File: src/rtl/td8_core_if.sv
// Bus bundle for td8_core: program memory port, I/O pins, status and debug readback.
interface td8_core_if #(
  parameter int DW = 8,
  parameter int AW = 8
);
  logic            CE;
  logic [DW-1:0]   IN;
  logic [DW-1:0]   OUT;
  logic [AW-1:0]   PADDR;
  logic [DW+3:0]   PDATA;
  logic            HALTED;
  logic            STK_ERR;
  logic [2:0]      regsel;
  logic [DW-1:0]   regdat;

  // Core side: drives the program address, output port and status
  modport master (
    input  CE, IN, PDATA, regsel,
    output OUT, PADDR, HALTED, STK_ERR, regdat
  );

  // Board side: supplies instructions, input pins, enable and debug select
  modport slave (
    output CE, IN, PDATA, regsel,
    input  OUT, PADDR, HALTED, STK_ERR, regdat
  );
endinterface

File: src/rtl/td8_core.sv
// td8_core: single-cycle TD4-style CPU with parametrised widths, a hardware
// return stack for CALL/RET, HALT, clock enable and sticky stack-error flag.
// Every enabled edge fetches PDATA at PADDR and retires that instruction.
module td8_core #(
  parameter int DW = 8,
  parameter int AW = 8,
  parameter int SD = 4
) (
  input logic         CLOCK,
  input logic         RESET,
  td8_core_if.master  bus
);

  localparam int SPW = $clog2(SD + 1);

  localparam logic [3:0] OP_ADD_A  = 4'b0000;
  localparam logic [3:0] OP_MOV_AB = 4'b0001;
  localparam logic [3:0] OP_IN_A   = 4'b0010;
  localparam logic [3:0] OP_MOV_AI = 4'b0011;
  localparam logic [3:0] OP_MOV_BA = 4'b0100;
  localparam logic [3:0] OP_ADD_B  = 4'b0101;
  localparam logic [3:0] OP_IN_B   = 4'b0110;
  localparam logic [3:0] OP_MOV_BI = 4'b0111;
  localparam logic [3:0] OP_CALL   = 4'b1000;
  localparam logic [3:0] OP_OUT_B  = 4'b1001;
  localparam logic [3:0] OP_NOP    = 4'b1010;
  localparam logic [3:0] OP_OUT_I  = 4'b1011;
  localparam logic [3:0] OP_HALT   = 4'b1100;
  localparam logic [3:0] OP_RET    = 4'b1101;
  localparam logic [3:0] OP_JNC    = 4'b1110;
  localparam logic [3:0] OP_JMP    = 4'b1111;

  // Unsigned add with the carry kept as the extra top bit
  function automatic logic [DW:0] add_carry(input logic [DW-1:0] x, input logic [DW-1:0] y);
    return {1'b0, x} + {1'b0, y};
  endfunction

  logic [AW-1:0]  pc;
  logic [DW-1:0]  reg_a;
  logic [DW-1:0]  reg_b;
  logic [DW-1:0]  reg_out;
  logic           carry;
  logic [SPW-1:0] sp;
  logic           halted;
  logic           stk_err;

  // Sized to the full SP range so SP indexes it without width adaptation;
  // only entries below SD are ever written.
  logic [AW-1:0]  stack [2**SPW];

  logic [3:0]     op;
  logic [DW-1:0]  im;
  logic [DW-1:0]  ch;
  logic [DW:0]    sum;
  logic [AW-1:0]  pc_inc;
  logic [AW-1:0]  im_addr;
  logic [SPW-1:0] sp_dec;
  logic           run;
  logic           push_ok;
  logic           pop_ok;

  assign op      = bus.PDATA[DW+3:DW];
  assign im      = bus.PDATA[DW-1:0];
  assign pc_inc  = pc + 1'b1;
  assign im_addr = im[AW-1:0];
  assign sp_dec  = sp - 1'b1;
  assign run     = bus.CE && !halted;
  assign push_ok = (sp < SPW'(SD));
  assign pop_ok  = (sp != '0);
  assign sum     = add_carry(ch, im);

  // ALU operand select from the low opcode bits; OUT B (1001) lands on B naturally
  always_comb begin
    ch = '0;
    case (op[1:0])
      2'b00:   ch = reg_a;
      2'b01:   ch = reg_b;
      2'b10:   ch = bus.IN;
      default: ch = '0;
    endcase
  end

  // Architectural state update: one instruction per enabled, non-halted edge
  always_ff @(posedge CLOCK) begin
    if (RESET) begin
      pc      <= '0;
      reg_a   <= '0;
      reg_b   <= '0;
      reg_out <= '0;
      carry   <= 1'b0;
      sp      <= '0;
      halted  <= 1'b0;
      stk_err <= 1'b0;
    end else if (run) begin
      pc <= pc_inc;
      case (op)
        // Immediate loads see CH=0, so the carry out is already zero
        OP_ADD_A, OP_MOV_AB, OP_IN_A, OP_MOV_AI: begin
          reg_a <= sum[DW-1:0];
          carry <= sum[DW];
        end
        OP_MOV_BA, OP_ADD_B, OP_IN_B, OP_MOV_BI: begin
          reg_b <= sum[DW-1:0];
          carry <= sum[DW];
        end
        OP_OUT_B, OP_OUT_I: begin
          reg_out <= sum[DW-1:0];
          carry   <= sum[DW];
        end
        OP_CALL: begin
          if (push_ok) begin
            sp <= sp + 1'b1;
            pc <= im_addr;
          end else begin
            stk_err <= 1'b1;
          end
        end
        OP_RET: begin
          if (pop_ok) begin
            sp <= sp_dec;
            pc <= stack[sp_dec];
          end else begin
            stk_err <= 1'b1;
          end
        end
        OP_HALT: begin
          halted <= 1'b1;
          pc     <= pc;
        end
        OP_JNC: begin
          if (!carry) pc <= im_addr;
        end
        OP_JMP: begin
          pc <= im_addr;
        end
        default: begin
          pc <= pc_inc;
        end
      endcase
    end
  end

  // Return-address push; stack contents are not reset
  always_ff @(posedge CLOCK) begin
    if (run && op == OP_CALL && push_ok) begin
      stack[sp] <= pc_inc;
    end
  end

  // Debug readback, each field zero-extended or truncated to DW
  always_comb begin
    bus.regdat = '0;
    case (bus.regsel)
      3'd0:    bus.regdat = DW'(pc);
      3'd1:    bus.regdat = reg_a;
      3'd2:    bus.regdat = reg_b;
      3'd3:    bus.regdat = DW'(carry);
      3'd4:    bus.regdat = reg_out;
      3'd5:    bus.regdat = DW'(sp);
      3'd6:    bus.regdat = DW'({stk_err, halted});
      default: bus.regdat = bus.IN;
    endcase
  end

  assign bus.PADDR   = pc;
  assign bus.OUT     = reg_out;
  assign bus.HALTED  = halted;
  assign bus.STK_ERR = stk_err;

endmodule

File: src/flat_wrapper.sv
// flat-port wrapper written by rule: the top's interface ports become plain ports
module td8_core_flat 
#(
  parameter int DW = 8,
  parameter int AW = 8,
  parameter int SD = 4
)
  (CLOCK, RESET, bus_CE, bus_IN, bus_PDATA, bus_regsel, bus_OUT, bus_PADDR, bus_HALTED, bus_STK_ERR, bus_regdat);
  td8_core_if #(.DW(DW), .AW(AW)) bus_i ();
  input logic CLOCK;
  input logic RESET;
  input wire logic [$bits(bus_i.CE)-1:0] bus_CE;
  input wire logic [$bits(bus_i.IN)-1:0] bus_IN;
  input wire logic [$bits(bus_i.PDATA)-1:0] bus_PDATA;
  input wire logic [$bits(bus_i.regsel)-1:0] bus_regsel;
  output wire logic [$bits(bus_i.OUT)-1:0] bus_OUT;
  output wire logic [$bits(bus_i.PADDR)-1:0] bus_PADDR;
  output wire logic [$bits(bus_i.HALTED)-1:0] bus_HALTED;
  output wire logic [$bits(bus_i.STK_ERR)-1:0] bus_STK_ERR;
  output wire logic [$bits(bus_i.regdat)-1:0] bus_regdat;
  assign bus_i.CE = bus_CE;
  assign bus_i.IN = bus_IN;
  assign bus_i.PDATA = bus_PDATA;
  assign bus_i.regsel = bus_regsel;
  assign bus_OUT = bus_i.OUT;
  assign bus_PADDR = bus_i.PADDR;
  assign bus_HALTED = bus_i.HALTED;
  assign bus_STK_ERR = bus_i.STK_ERR;
  assign bus_regdat = bus_i.regdat;
  td8_core #(.DW(DW), .AW(AW), .SD(SD)) u_core (.CLOCK(CLOCK), .RESET(RESET), .bus(bus_i));
endmodule
File: config.mk
export PLATFORM = sky130hd
export DESIGN_NAME = td8_core_flat
export DESIGN_NICKNAME = d
export VERILOG_FILES = /design/src/rtl/td8_core_if.sv /design/src/rtl/td8_core.sv /design/src/flat_wrapper.sv
export SDC_FILE = /design/constraint.sdc
export NUM_CORES = 1
export LEC_CHECK = 0
export ABC_CLOCK_PERIOD_IN_PS = 4880
export BUFFER_PORTS_ARGS = -buffer_cell sky130_fd_sc_hd__buf_2
export CAP_MARGIN = 20
export CORE_ASPECT_RATIO = 1.4
export CORE_MARGIN = 8
export CORE_UTILIZATION = 64
export DETAILED_ROUTE_END_ITERATION = 7
export GPL_ROUTABILITY_DRIVEN = 0
export PLACE_DENSITY = 0.86
export SYNTH_ARGS = -nofsm -noshare
export SYNTH_HDL_FRONTEND = slang
export SYNTH_SLANG_ARGS = --single-unit
File: constraint.sdc
create_clock -name CLOCK -period 4.88 [get_ports CLOCK]
set_input_delay 0.976 -clock CLOCK [delete_from_list [all_inputs] [get_ports CLOCK]]
set_output_delay 0.976 -clock CLOCK [all_outputs]
set_load 0.005 [all_outputs]
==> run summary <==
syn avg cell area: 11.4 sq um
Die ar.: 0.0112 sq mm
Worst EP required: 3.90 ns
final hold violations: 0
pin count of the biggest net entering global routing: 43
Worst-Skew Late Latency: 0.36 ns
global-route wire length before repair: 19,500 um
Worst EP arrival: 2.55 ns
post-CTS setup buffers: 0
DR vias: 3,936
Period minus WS final: 3.52 ns
fin crit share: 0.722
Rows: 38
max-slew violation count: 0
Rel. slew slack: 0.481
dpl hpwl: 9160 um
sequential element share of the synthesized area: 0.524
Resized Gates After CTS: 0
die height: 122 um
Die Wd: 91.6 um
Worst setup SP type: primary input
cts bufs inserted: 9
final wirelength: 12,400 um
initial antenna violation count: 0
Synth top cells by count: edfxtp_1, nand2_1, dfxtp_1, nor2_1, a21oi_1
DR WL/cell: 19.7 um
total global-route track usage: 0.225
Power Dens Cells: 316 mW/mm^2
Synth area leaders: edfxtp_1, dfxtp_1, mux4_2, nand2_1, a211oi_1
status: complete, no violations
Placed Cells: 612
FFs w/ async S/R, synth: 0
Via density: 6.27
clk sinks: 102
critical path peak fanout: 22
Initial Utilization: 0.661
# setup viols final: 0
final clock skew: 0.00965 ns
drt drc: 0
final net count: 562
Yosys top cell area share: 0.375
drt pass-1 iters: 5
min-delay worst type: reg -> reg
GRT Residual Overflow: 0
Main synth FF type: edfxtp_1
synthesized instance count: 450
number of synthesized flops with an enable pin: 64
Seq cells post-synth: 102
post-synth cell types: 55
yosys warns: 0
synthesized area: 0.00512 sq mm
leak pwr: 2.18 nW
ANT nets after route: 0
CTS Hold Buffers Added: 0
Least-Margin Pin Slew: 0.779 ns
share of layout cells above drive strength 1: 0.191
setup_tns: 0 ns
VDD IR max: 0.000201 V
ant diodes: 0
Fmax: 284 MHz
Area Overhead vs Synth: 12.7%
max capacitance violation total: 0
Finished Layout Cells: 628
port buffer count: 51
unrepaired setup endpoints after global routing: false
vias in the first global route: 3,965
1st-iter DRT viols: 297
CTS root buf: clkbuf_8
IO Count: 52
TritonCTS clock tree: done
Crit. End Element: output port
maximum clock path buffer count: 2
core area: 0.00775 sq mm
CTS clk-pin slew, worst paths: 0.09 ns
H-tree depth: 3
Setup CP Type: in -> out
cell accounting for the most synthesized area: edfxtp_1
most frequent cell after synthesis: edfxtp_1
[power by group]
| group | switching, mW | internal [mW] | leakage [nW] |
|---|---|---|---|
| Combinational | 0.146 | 0.0959 | 1.14 |
| Sequential | 0.0247 | 0.962 | 0.929 |
| Clock | 0.277 | 0.319 | 0.114 |
| Total | 0.448 | 1.38 | 2.18 |
[worst max-delay path, cell delays in order]
cell and delay, ns:
buf_2 0.36, nor2b_1 0.31, a221oi_1 0.13, a31oi_1 0.29
o21ai_0 0.17, a21oi_1 0.17, buf_2 0.13
[area by class of cell]
cell class | instances | area (sq um)
flip-flops and latches | 102 | 2680
multi-input cells | 343 | 2400
repair buffers | 57 | 300
clock inverters | 3 | 68.8
well taps | 100 | 125
clock buffers | 13 | 159
inverters | 10 | 37.5
fillers | 532 | 1970
[stage by stage]
| stage | hold WS, ns | setup WS (ns) | total power [mW] | instance area, sq um | utilization |
|---|---|---|---|---|---|
| floorplan | 0.446 | 1.51 | 1.16 | 5240 | - |
| global placement | 0.459 | 1.38 | 1.23 | 5540 | 0.715 |
| detailed placement | 0.465 | 1.25 | 1.24 | 5550 | 0.716 |
| CTS | 0.477 | 1.40 | 1.83 | 5780 | 0.745 |
| global route | 0.516 | 1.22 | 1.89 | 5780 | 0.745 |
| finish | 0.477 | 1.36 | 1.82 | 5780 | 0.745 |
[path summary, 6_finish.rpt]
check	from	endpoint	slack, ns	cells past startpoint
setup / recovery	bus_regsel[2]	bus_regdat[2]	1.36	7
hold / removal	u_core.bus.OUT[6]	u_core.bus.OUT[6]	0.48	2
setup reg to reg	u_core.sp[1]	u_core.bus.PADDR[0]	2.14	6
hold reg to reg	u_core.bus.OUT[6]	u_core.bus.OUT[6]	0.48	2
[cell usage in the layout (no fill, tap or decap), types with 6 or more instances in the layout]
cell type,Yosys,final
edfxtp_1,64,64
nand2_1,56,56
buf_2,6,51
dfxtp_1,38,38
nor2_1,36,36
conb_1,1,32
a21oi_1,30,30
a211oi_1,20,20
mux4_2,18,18
o21ai_0,17,17
mux2i_1,13,13
ha_1,12,12
nand3_1,11,11
clkbuf_8,0,11
inv_1,10,10
nor2b_1,10,10
a221oi_1,7,7
xnor2_1,7,7
mux2_2,6,6
nor3_1,6,6
nand2b_1,6,6
buf_4,1,6
[cells by family (layout without fill, tap and decap cells)]
group / count (synthesis) / in the layout / synth area share
and+or+nand+nor: 136 / 136 / 0.119
adders and majority gates: 13 / 13 / 0.0332
AOI/OAI and AO/OA: 107 / 107 / 0.141
buffers and inverters: 36 / 83 / 0.0300
muxes: 42 / 42 / 0.129
xor gates and xnor gates: 13 / 13 / 0.0237
other: 1 / 32 / 0.000732
DFF: 102 / 102 / 0.524
[sequential cells by signal (all words and copies together), names as in the netlist]
name,count
u_core.bus.STK_ERR,1
u_core.reg_a,8
u_core.reg_b,8
u_core.bus.PADDR,8
u_core.sp,3
u_core.bus.HALTED,1
u_core.bus.OUT,8
u_core.stack,64
u_core.carry,1
[metal layers]
metal / part of all wire / track usage
met1: 0.37 / 0.242
met2: 0.53 / 0.400
met3: 0.060 / 0.0394
met4: 0.041 / 0.146
met5: 0 / 0
(Power assumes the default switching activity.)
